===== config.mk =====
export PLATFORM = sky130hd
export DESIGN_NAME = uart_ctrl
export DESIGN_NICKNAME = d
export VERILOG_FILES = /design/src/rtl/uart_ctrl.sv
export SDC_FILE = /design/constraint.sdc
export NUM_CORES = 1
export LEC_CHECK = 0
export CORE_ASPECT_RATIO = 1.25
export CORE_MARGIN = 2
export CORE_UTILIZATION = 35
export CTS_BUF_LIST = sky130_fd_sc_hd__clkbuf_8 sky130_fd_sc_hd__clkbuf_16
export CTS_CLUSTER_SIZE = 28
export DETAILED_ROUTE_END_ITERATION = 12
export PLACE_DENSITY = 0.68
export SLEW_MARGIN = 15
export SYNTH_ARGS = -nofsm -noshare
export SYNTH_HDL_FRONTEND = slang
export SYNTH_SLANG_ARGS = --single-unit

===== constraint.sdc =====
create_clock -name clk -period 2.15 [get_ports clk]
set_input_delay 0.215 -clock clk [delete_from_list [all_inputs] [get_ports clk]]
set_output_delay 0.215 -clock clk [all_outputs]
set_load 0.03 [all_outputs]

===== src/rtl/uart_ctrl.sv =====
// UART controller: bus decode for TXD/RXD/CON, a small TX FIFO feeding the sender
// over a start/busy handshake, RX byte latch with overrun tracking, and the UART irq.
`timescale 1ns/1ps
module uart_ctrl #(
  parameter int unsigned FIFO_AW  = 2,
  parameter logic [31:0] TXD_ADDR = 32'h4000_0018,
  parameter logic [31:0] RXD_ADDR = 32'h4000_001C,
  parameter logic [31:0] CON_ADDR = 32'h4000_0020
) (
  input  logic        clk,
  input  logic        reset,
  input  logic        rd,
  input  logic        wr,
  input  logic [31:0] addr,
  input  logic [31:0] wdata,
  output logic [31:0] rdata,
  output logic [7:0]  tx_data,
  output logic        tx_start,
  input  logic        tx_busy,
  input  logic [7:0]  rx_data,
  input  logic        rx_valid,
  output logic        irq
);

  localparam int unsigned DEPTH = 1 << FIFO_AW;
  localparam int unsigned PW    = FIFO_AW + 1;

  typedef enum logic [1:0] {IDLE, WAIT_BUSY, SEND} tx_state_e;

  tx_state_e         state_q, state_d;
  logic [7:0]        fifo_mem [DEPTH];
  logic [PW-1:0]     wr_ptr, rd_ptr;
  logic              fifo_empty, fifo_full;
  logic              txd_wr, rxd_rd, con_rd, con_wr;
  logic              push, pop_c, done_set_c;
  logic              tx_ie, rx_ie, rx_full, tx_done, rx_ovr, tx_ovf;
  logic [7:0]        rx_buf;
  logic [7:0]        con;
  logic              unused_wdata;

  assign unused_wdata = ^wdata[31:8];

  assign txd_wr = wr && (addr == TXD_ADDR);
  assign con_wr = wr && (addr == CON_ADDR);
  assign rxd_rd = rd && (addr == RXD_ADDR);
  assign con_rd = rd && (addr == CON_ADDR);

  // Extra pointer bit distinguishes full from empty.
  assign fifo_empty = (wr_ptr == rd_ptr);
  assign fifo_full  = (wr_ptr[FIFO_AW] != rd_ptr[FIFO_AW]) &&
                      (wr_ptr[FIFO_AW-1:0] == rd_ptr[FIFO_AW-1:0]);

  // A pop in the same cycle frees the slot, so a write to a full FIFO is still taken.
  assign push = txd_wr && (!fifo_full || pop_c);

  assign con = {fifo_empty && (state_q == IDLE), tx_ovf, rx_ovr, tx_done,
                rx_full, fifo_full, rx_ie, tx_ie};

  always_comb begin
    rdata = 32'h0;
    if (rxd_rd)      rdata = {24'h0, rx_buf};
    else if (con_rd) rdata = {24'h0, con};
  end

  // TX FSM next-state and handshake decisions.
  always_comb begin
    state_d    = state_q;
    pop_c      = 1'b0;
    done_set_c = 1'b0;
    case (state_q)
      IDLE: begin
        if (!fifo_empty && !tx_busy) begin
          pop_c   = 1'b1;
          state_d = WAIT_BUSY;
        end
      end
      WAIT_BUSY: if (tx_busy) state_d = SEND;
      SEND: begin
        if (!tx_busy) begin
          done_set_c = 1'b1;
          state_d    = IDLE;
        end
      end
      default: state_d = IDLE;
    endcase
  end

  always_ff @(posedge clk or posedge reset) begin
    if (reset) state_q <= IDLE;
    else       state_q <= state_d;
  end

  // Storage needs no reset: pointers define the valid contents.
  always_ff @(posedge clk) begin
    if (push) fifo_mem[wr_ptr[FIFO_AW-1:0]] <= wdata[7:0];
  end

  always_ff @(posedge clk or posedge reset) begin
    if (reset) begin
      wr_ptr   <= '0;
      rd_ptr   <= '0;
      tx_data  <= 8'h0;
      tx_start <= 1'b0;
    end else begin
      tx_start <= pop_c;
      if (push) wr_ptr <= wr_ptr + PW'(1);
      if (pop_c) begin
        rd_ptr  <= rd_ptr + PW'(1);
        tx_data <= fifo_mem[rd_ptr[FIFO_AW-1:0]];
      end
    end
  end

  // Status and control bits; a set event beats a clearing read.
  always_ff @(posedge clk or posedge reset) begin
    if (reset) begin
      tx_ie   <= 1'b0;
      rx_ie   <= 1'b0;
      rx_full <= 1'b0;
      tx_done <= 1'b0;
      rx_ovr  <= 1'b0;
      tx_ovf  <= 1'b0;
      rx_buf  <= 8'h0;
      irq     <= 1'b0;
    end else begin
      if (con_wr) begin
        tx_ie <= wdata[0];
        rx_ie <= wdata[1];
      end
      if (rx_valid) begin
        rx_buf  <= rx_data;
        rx_full <= 1'b1;
      end else if (rxd_rd) begin
        rx_full <= 1'b0;
      end
      if (done_set_c)                        tx_done <= 1'b1;
      else if (con_rd)                       tx_done <= 1'b0;
      if (rx_valid && rx_full && !rxd_rd)    rx_ovr  <= 1'b1;
      else if (con_rd)                       rx_ovr  <= 1'b0;
      if (txd_wr && fifo_full && !pop_c)     tx_ovf  <= 1'b1;
      else if (con_rd)                       tx_ovf  <= 1'b0;
      irq <= (tx_ie && tx_done) || (rx_ie && rx_full);
    end
  end

endmodule


[Yosys cells after proc, flatten, opt, wreduce, memory -nomap -nowiden]
Memory sizes are Yosys's and may differ from the RTL's. A register that Yosys moved wholly into a read port is not among the register bits.
Index checks and enable logic that the tools add are counted.
Operators by class
  reduce and logical (&&, ||, !) cells: 27
  add/subtract/negate cells: 2
  equal/unequal tests: 11
  multiplexer cells: 18
Operators with widths (count)
  32-bit by 31-bit equality test with 1-bit output, second input constant: 3
  8-bit two-way mux: 2
  1-bit logical AND: 14
  1-bit two-way mux: 12
  2-bit nonzero test: 4
  3-bit by 1-bit adder with 3-bit output, second input constant: 2
  2-bit two-way mux: 3
  2-bit one-hot mux with 3 select lines: 1
  1-bit zero test: 5
  2-bit != test, second input constant: 2
  3-bit equality test: 1
  3-bit AND reduction: 1
  2-bit by 1-bit equality test with 1-bit output, second input constant: 1
  2-bit equality test: 1
  2-bit equality test, second input constant: 1
  2-bit zero test: 1
  1-bit logical OR: 2
  2-bit by 1-bit != test with 1-bit output, second input constant: 1
  1-bit != test: 1
Storage, ports and cells
  output and inout port bits: 42
  memories kept: 1
  bits in writable memories: 32
  logic and storage cells: 71
  register bits: 24
  input port bits: 78
Memories
  fifo_mem: words 4, width 8, read ports 1, clocked after Yosys merged registers in 1, write ports 1, line 31  | logic [7:0] fifo_mem [DEPTH];

[Longest topological paths before layout]
Gate-level depths: netlist of run 1.
  depth after elaboration: 9
  mapped depth: 7
  depth with buffers taken out: 5

[Worst setup path before layout of run 1]
OpenSTA, ideal clock, no wires.
  kind: register to register
  from: register rd_ptr[1]
  to: memory fifo_mem[1][0], enable pin
  path slack: 338 ps
  period minus slack after synthesis: 1812 ps
  library setup time: 332 ps
  path buffers: 1
  stages on the path, launching flop included: 7
  data required time: 1818 ps
  arrival time: 1480 ps
  path through: dfrtp_1 -> buf_4 -> xor2_1 -> nor2_1 -> nand3_1 -> and4_4 -> and2_1
On the way
  longest elaborated chain between the ends: 9
  elaborated cells between the ends (all ways): 12
  those cells by class: eq/ne: 2; mux: 4; reduce/logical: 6
Ends and longest elaborated chain
  start: declaration: line 32  | logic [PW-1:0] wr_ptr, rd_ptr;
  start signal: assignment: line 108  | rd_ptr <= rd_ptr + PW'(1);
  3-bit equality test: line 49  | assign fifo_empty = (wr_ptr == rd_ptr);
  1-bit zero test: line 72  | if (!fifo_empty && !tx_busy) begin
  1-bit logical AND: line 72
  1-bit two-way mux: line 72
  1-bit two-way mux: line 70  | case (state_q)
  1-bit logical OR (*): line 54  | assign push = txd_wr && (!fifo_full || pop_c);
  1-bit logical AND (*): line 54
  1-bit two-way mux (*): line 95  | if (push) fifo_mem[wr_ptr[FIFO_AW-1:0]] <= wdata[7:0];
  1-bit two-way mux (implied by the code) (*): line 95
  end: declaration: line 31
Mark *: on every way between the ends. The rest lies on a longest branch, timed or not.

[Worst setup path in the final report of run 1]
  from: input port addr[25]
  to: output port rdata[7]
On the way
  longest elaborated chain between the ends: 4
  elaborated cells between the ends (all ways): 6
  those cells by class: eq/ne: 2; mux: 2; reduce/logical: 2
Ends and longest elaborated chain
  start: declaration: line 14  | input logic [31:0] addr,
  32-bit by 31-bit equality test with 1-bit output: line 46  | assign con_rd = rd && (addr == CON_ADDR);
  1-bit logical AND: line 46
  8-bit two-way mux: line 62  | else if (con_rd) rdata = {24'h0, con};
  8-bit two-way mux (*): line 61  | if (rxd_rd) rdata = {24'h0, rx_buf};
  end: declaration: line 16  | output logic [31:0] rdata,
Marked as above.

==> flow_summary.json, run 1 <==
{
  "final_nets": 380,
  "drv_slew": 0,
  "reg2reg_from": "state_q[1]",
  "r2r-end": "fifo_mem[2][2]",
  "core_area_um2": 8194,
  "ff2ff_setup_slack_ns": 0.37,
  "clockBufferDepth": 2,
  "synth_warnings": 0,
  "vias": 1860,
  "fillers": 705,
  "p_leak_nw": 1.766,
  "path_class": "input pin to output pin",
  "ys_ff_latch": 64,
  "grt.total_usage_pct": 13.06,
  "wl_mm": 5.672,
  "cts-root-buf": "clkbuf_8",
  "crit_fanout": 7,
  "initial_utilization_pct": 35.90,
  "crit_path_end": "rdata[7]",
  "synth_cells": 198,
  "core.rowCount": 37,
  "period_needed_ns": 2.086,
  "cts.sinks": 64,
  "insertion_delay_ns": 0.34,
  "yosys.area.top_type_share_pct": 32.67,
  "syn_area_um2": 2942,
  "die_h_um": 106.5,
  "synthArstFlopShare_pct": 50.00,
  "drt.antenna.violating_nets": 0,
  "skew_ns": 0.009658,
  "synth_flop_cell": "edfxtp_1",
  "drc": 0,
  "cp-startpoint": "addr[25]",
  "cp-start-kind": "input pin",
  "drtPass1Iterations": 3,
  "antenna_cells": 0,
  "place.gp.congestion": 0.7033,
  "clkTransAtPathRegs_ns": 0.07,
  "final_common_cell": "clkdlybuf4s50_1",
  "ys_types": 35,
  "die_w_um": 86.00,
  "drtIter0Drc": 75,
  "port_buffers": 71,
  "antenna_found_initial": 0,
  "overflow": 0,
  "avgSynthCellArea_um2": 14.86,
  "synth-edff-count": 32,
  "most-common-layout-cells": "48 x clkdlybuf4s50_1, 32 x edfxtp_1, 32 x dfrtp_1, 28 x buf_4, 24 x conb_1",
  "synth_seq_area_share_pct": 59.89,
  "period_share_pct": 97.03,
  "fmax_ghz": 0.4794,
  "drv_cap": 0,
  "grt_max_degree": 33,
  "whs_ns": 0.2704,
  "worst-r2r-cell-count": 5,
  "yosysTopAreaCell": "edfxtp_1",
  "endpoint_kind": "output pin",
  "io_pins": 120,
  "viasPerCell": 4.662,
  "setup_viol": 0,
  "cp.arrival_ns": 1.87,
  "post_drt_wl_per_cell_um": 14.22,
  "area_delta_synth_final_pct": 39.60,
  "dp.final_hpwl_mm": 4.103,
  "cts_buffers": 9,
  "dieArea_um2": 9158,
  "cts_tree": "done",
  "status": "finished, final reports clean",
  "required_ns": 1.93,
  "finalPower_mw": 3.767,
  "hold_viol": 0,
  "h-tree-depth": 3,
  "grt_pass1_wl_mm": 9.045,
  "power_density_nw_per_um2": 917.4,
  "min_path_type": "input pin to asynchronous set/reset pin",
  "ir_worst_vdd_v": 0.0003493,
  "drive_gt1_share_pct": 28.15,
  "yosys-top-cells-area": "edfxtp_1 33%, dfrtp_1 27%, buf_4 6.9%",
  "ctsHoldBuffers": 0,
  "grt_pass1_vias": 1965
}
## worst min-delay path by stage
stage | endpoint | cells past startpoint
finish | rx_full | 3
global route | tx_data[7] | 3
CTS | tx_done | 3
detailed placement | tx_data[4] | 1
global placement | tx_data[4] | 1
floorplan | state_q[0] | 1
## logic make-up after synthesis
family	count (synthesis)	share of synthesized area, %
and+or+nand+nor	44	9.358
xor gates and xnor gates	8	2.382
other	1	0.1275
buffers and inverters	35	8.422
muxes	28	13.78
DFF	64	59.89
AOI/OAI and AO/OA	13	3.914
adders and majority gates	5	2.127
## routing by layer
layer	track usage [%]	routed length (um)	up-vias
li1	-	-	881
met1	14.58	2303	901
met2	22.87	3002	70
met3	3.416	253	8
met4	6.122	112	0
met5	0	0	-
## metrics by stage
stage	setup slack (ns)	utilization, %	cell area (um^2)	instances	TNS, ns
2_1_floorplan	0.3382	-	3028	221	0
3_3_place_gp	-0.2429	46.14	3781	380	-7.388
3_5_place_dp	-0.2149	46.14	3781	380	-7.027
4_1_cts	0.007032	49.17	4029	397	0
5_1_grt	-0.03170	50.11	4106	399	-0.1633
6_report	0.06392	50.11	4106	399	0
## state kept, by name (all words and copies together) (netlist names)
| signal | flops |
|---|---|
| rx_ovr | 1 |
| rd_ptr | 3 |
| fifo_mem | 32 |
| rx_full | 1 |
| tx_data | 8 |
| rx_buf | 8 |
| state_q | 2 |
| tx_done | 1 |
| rx_ie | 1 |
| tx_ie | 1 |
| tx_start | 1 |
| wr_ptr | 3 |
| irq | 1 |
| tx_ovf | 1 |
## where the power goes
group          switching, mW  internal [mW]  leakage [nW]
clock network          0.460          0.642         0.104
registers             0.0971           1.44         0.668
logic                  0.554          0.571         0.993
## cell type report
type / count / area, um^2 / area share (%)
tap: 97 / 121.4 / 2.956
inverter: 5 / 18.77 / 0.4570
clock buffer: 9 / 123.9 / 3.016
multi-input combinational: 122 / 1061 / 25.84
clock inverter: 7 / 87.58 / 2.133
sequential: 64 / 1762 / 42.90
timing repair buffer: 95 / 932.1 / 22.70
## critical path: stages
cell and delay (ns):
clkdlybuf4s50_1 0.41, nor4_2 0.26, nand2_1 0.17, nor3_4 0.26
and2_4 0.23, a32o_2 0.18, buf_6 0.13
## Yosys cell counts (3+ instances only)
master    number
mux2_2        18
buf_4         27
ha_1           5
mux4_2         8
xnor2_1        3
dfrtp_1       32
edfxtp_1      32
and2_1         6
nor2_1         7
nor3_1         4
nor4_1         4
nand2_1        6
a22o_1         8
xor2_1         5
inv_1          5
nand3_1        3
## timing repair
item | 4_1_cts | 5_1_grt
gates cloned | 0 | 0
pin swaps | 3 | 9
setup buffers | 1 | 2
resized for setup | 10 | 19
setup endpoints to repair | 7 | 29
(Power assumes the default switching activity.)
==> inputs of run 2 (changes only) <==
--- a/config.mk
+++ b/config.mk
@@ -11,6 +11,7 @@
 export CTS_BUF_LIST = sky130_fd_sc_hd__clkbuf_8 sky130_fd_sc_hd__clkbuf_16
 export CTS_CLUSTER_SIZE = 28
 export DETAILED_ROUTE_END_ITERATION = 12
+export HOLD_SLACK_MARGIN = 0.08
 export PLACE_DENSITY = 0.68
 export SLEW_MARGIN = 15
 export SYNTH_ARGS = -nofsm -noshare
==> results of run 2 <==
No change in the layout: final DEF, timing and power equal those of run 1.
==> inputs of run 3 (changes only) <==
--- a/config.mk
+++ b/config.mk
@@ -5,14 +5,16 @@
 export SDC_FILE = /design/constraint.sdc
 export NUM_CORES = 1
 export LEC_CHECK = 0
+export CELL_PAD_IN_SITES_DETAIL_PLACEMENT = 1
+export CELL_PAD_IN_SITES_GLOBAL_PLACEMENT = 2
 export CORE_ASPECT_RATIO = 1.25
 export CORE_MARGIN = 2
-export CORE_UTILIZATION = 35
+export CORE_UTILIZATION = 28
 export CTS_BUF_LIST = sky130_fd_sc_hd__clkbuf_8 sky130_fd_sc_hd__clkbuf_16
 export CTS_CLUSTER_SIZE = 28
 export DETAILED_ROUTE_END_ITERATION = 12
 export HOLD_SLACK_MARGIN = 0.08
-export PLACE_DENSITY = 0.68
+export PLACE_DENSITY = 0.81
 export SLEW_MARGIN = 15
 export SYNTH_ARGS = -nofsm -noshare
 export SYNTH_HDL_FRONTEND = slang
==> flow_summary.json, run 3 (synthesis results as in run 1) <==
{
  "crit_fanout": 7,
  "post_drt_wl_per_cell_um": 14.20,
  "drt.antenna.violating_nets": 0,
  "viasPerCell": 4.314,
  "power_frac_comb_pct": 25.6,
  "ir_worst_vdd_v": 0.0003563,
  "die_h_um": 118.6,
  "whs_ns": 0.2827,
  "overflow": 0,
  "dp_cells": 406,
  "grt_max_degree": 33,
  "setup_viol": 0,
  "grt.total_usage_pct": 11.58,
  "area_delta_synth_final_pct": 44.58,
  "required_ns": 1.93,
  "dp_slack_ns": -0.3247,
  "drv_cap": 0,
  "finalSetupTns_ns": 0,
  "core.rowCount": 41,
  "wl_mm": 6.062,
  "status": "finished, final reports clean",
  "cts_buffers": 9,
  "core_area_um2": 10160,
  "drv_slew": 0,
  "place.gp.congestion": 0.7002,
  "fmax_ghz": 0.4863,
  "ctsHoldBuffers": 0,
  "clockBufferDepth": 2,
  "fillers": 1041,
  "cts-root-buf": "clkbuf_16",
  "h-tree-depth": 3,
  "fin_util_pct": 41.87,
  "path_class": "input pin to output pin",
  "die_w_um": 95.68,
  "antenna_found_initial": 0,
  "drive_gt1_share_pct": 27.18,
  "hold_viol": 0,
  "io_pins": 120,
  "initial_utilization_pct": 28.96,
  "drtIter0Drc": 49,
  "insertion_delay_ns": 0.33,
  "ff2ff_setup_slack_ns": 0.32,
  "cp-start-kind": "input pin",
  "p_sw_mw": 1.184,
  "drtPass1Iterations": 4,
  "fin_cells": 427,
  "p_sw_share_pct": 27.11,
  "seqPwrFrac_pct": 35.4,
  "cts_tree": "done",
  "dieArea_um2": 11350,
  "cts.sinks": 64,
  "drc": 0,
  "min_path_type": "input pin to asynchronous set/reset pin",
  "skew_ns": 0.005835,
  "finalWorstSetupSlack_ns": 0.09345,
  "largest_reg_flops": 32,
  "p_int_mw": 3.183,
  "dp.final_hpwl_mm": 4.404,
  "most-common-layout-cells": "52 x clkdlybuf4s50_1, 32 x edfxtp_1, 32 x dfrtp_1, 24 x conb_1, 19 x buf_4",
  "grt_pass1_vias": 1974,
  "final_nets": 376,
  "grt_pass1_wl_mm": 9.867,
  "vias": 1842,
  "power_density_nw_per_um2": 1027,
  "antenna_cells": 0,
  "endpoint_kind": "output pin",
  "period_needed_ns": 2.057,
  "port_buffers": 71,
  "clkTransAtPathRegs_ns": 0.06,
  "p_leak_nw": 1.750,
  "period_share_pct": 95.65,
  "power_frac_clock_pct": 39.0,
  "cp.arrival_ns": 1.84,
  "final_common_cell": "clkdlybuf4s50_1"
}
[run 3: cell types whose count changed in the layout (fill, tap and decap cells not counted), sizes merged]
cell and delta:
buf -4, clkinvlp -1, clkdlybuf4s50 +4, dlygate4sd2 +3, clkbuf +1, clkinv -1
dlymetal6s2s -7, bufinv +1
[run 3: worst max-delay path: stages]
cell and delay [ns]:
clkdlybuf4s50_1 0.40, nor4_1 0.27, nand2_1 0.18, nor3_4 0.24
and2_4 0.22, a32o_2 0.18, buf_6 0.13
[run 3: worst paths after layout]
| check | cells after the start | to | startpoint |
|---|---|---|---|
| hold / removal | 3 | tx_data[0] | reset |
| max in group asynchronous | 3 | tx_data[2] | reset |
| setup / recovery | 7 | rdata[7] | addr[24] |
| min in group clk | 1 | wr_ptr[2] | wr_ptr[2] |
| hold reg to reg | 1 | wr_ptr[2] | wr_ptr[2] |
| setup reg to reg | 5 | fifo_mem[2][2] | state_q[1] |
[run 3: power by group through the flow]
stage	Combinational [mW]	Clock [mW]	Sequential [mW]
final	1.12	1.70	1.55
after global routing	1.22	1.78	1.57
after CTS	1.14	1.73	1.55
after detailed placement	1.14	0	1.57
after global placement	1.12	0	1.57
after floorplan	0.621	0	1.72
[run 3: cell type report]
type / count / area (um^2) / share of cell area, %
multi-input combinational: 122 / 1040 / 24.45
inverter: 5 / 18.77 / 0.4413
timing repair buffer: 91 / 917.1 / 21.57
clock buffer: 10 / 239.0 / 5.619
tap: 129 / 161.4 / 3.795
sequential: 64 / 1762 / 41.42
clock inverter: 6 / 115.1 / 2.707
[run 3: what timing repair did]
item | CTS | global route
setup buffers | 2 | 3
gates cloned | 0 | 0
resized for setup | 10 | 15
setup endpoints to repair | 7 | 7
pin swaps | 5 | 7
[run 3: through the flow]
stage	total power, mW	instance area [um^2]
2_1_floorplan	2.338	3028
3_3_place_gp	2.691	3801
3_5_place_dp	2.713	3801
4_1_cts	4.426	4184
5_1_grt	4.575	4253
6_report	4.367	4253
[run 3: per-layer routing]
layer,track usage (%),up-vias,share of wire [%]
li1,-,875,-
met1,12.79,891,38
met2,19.58,66,53
met3,3.633,10,6.3
met4,5.893,0,2.4
met5,0,-,0
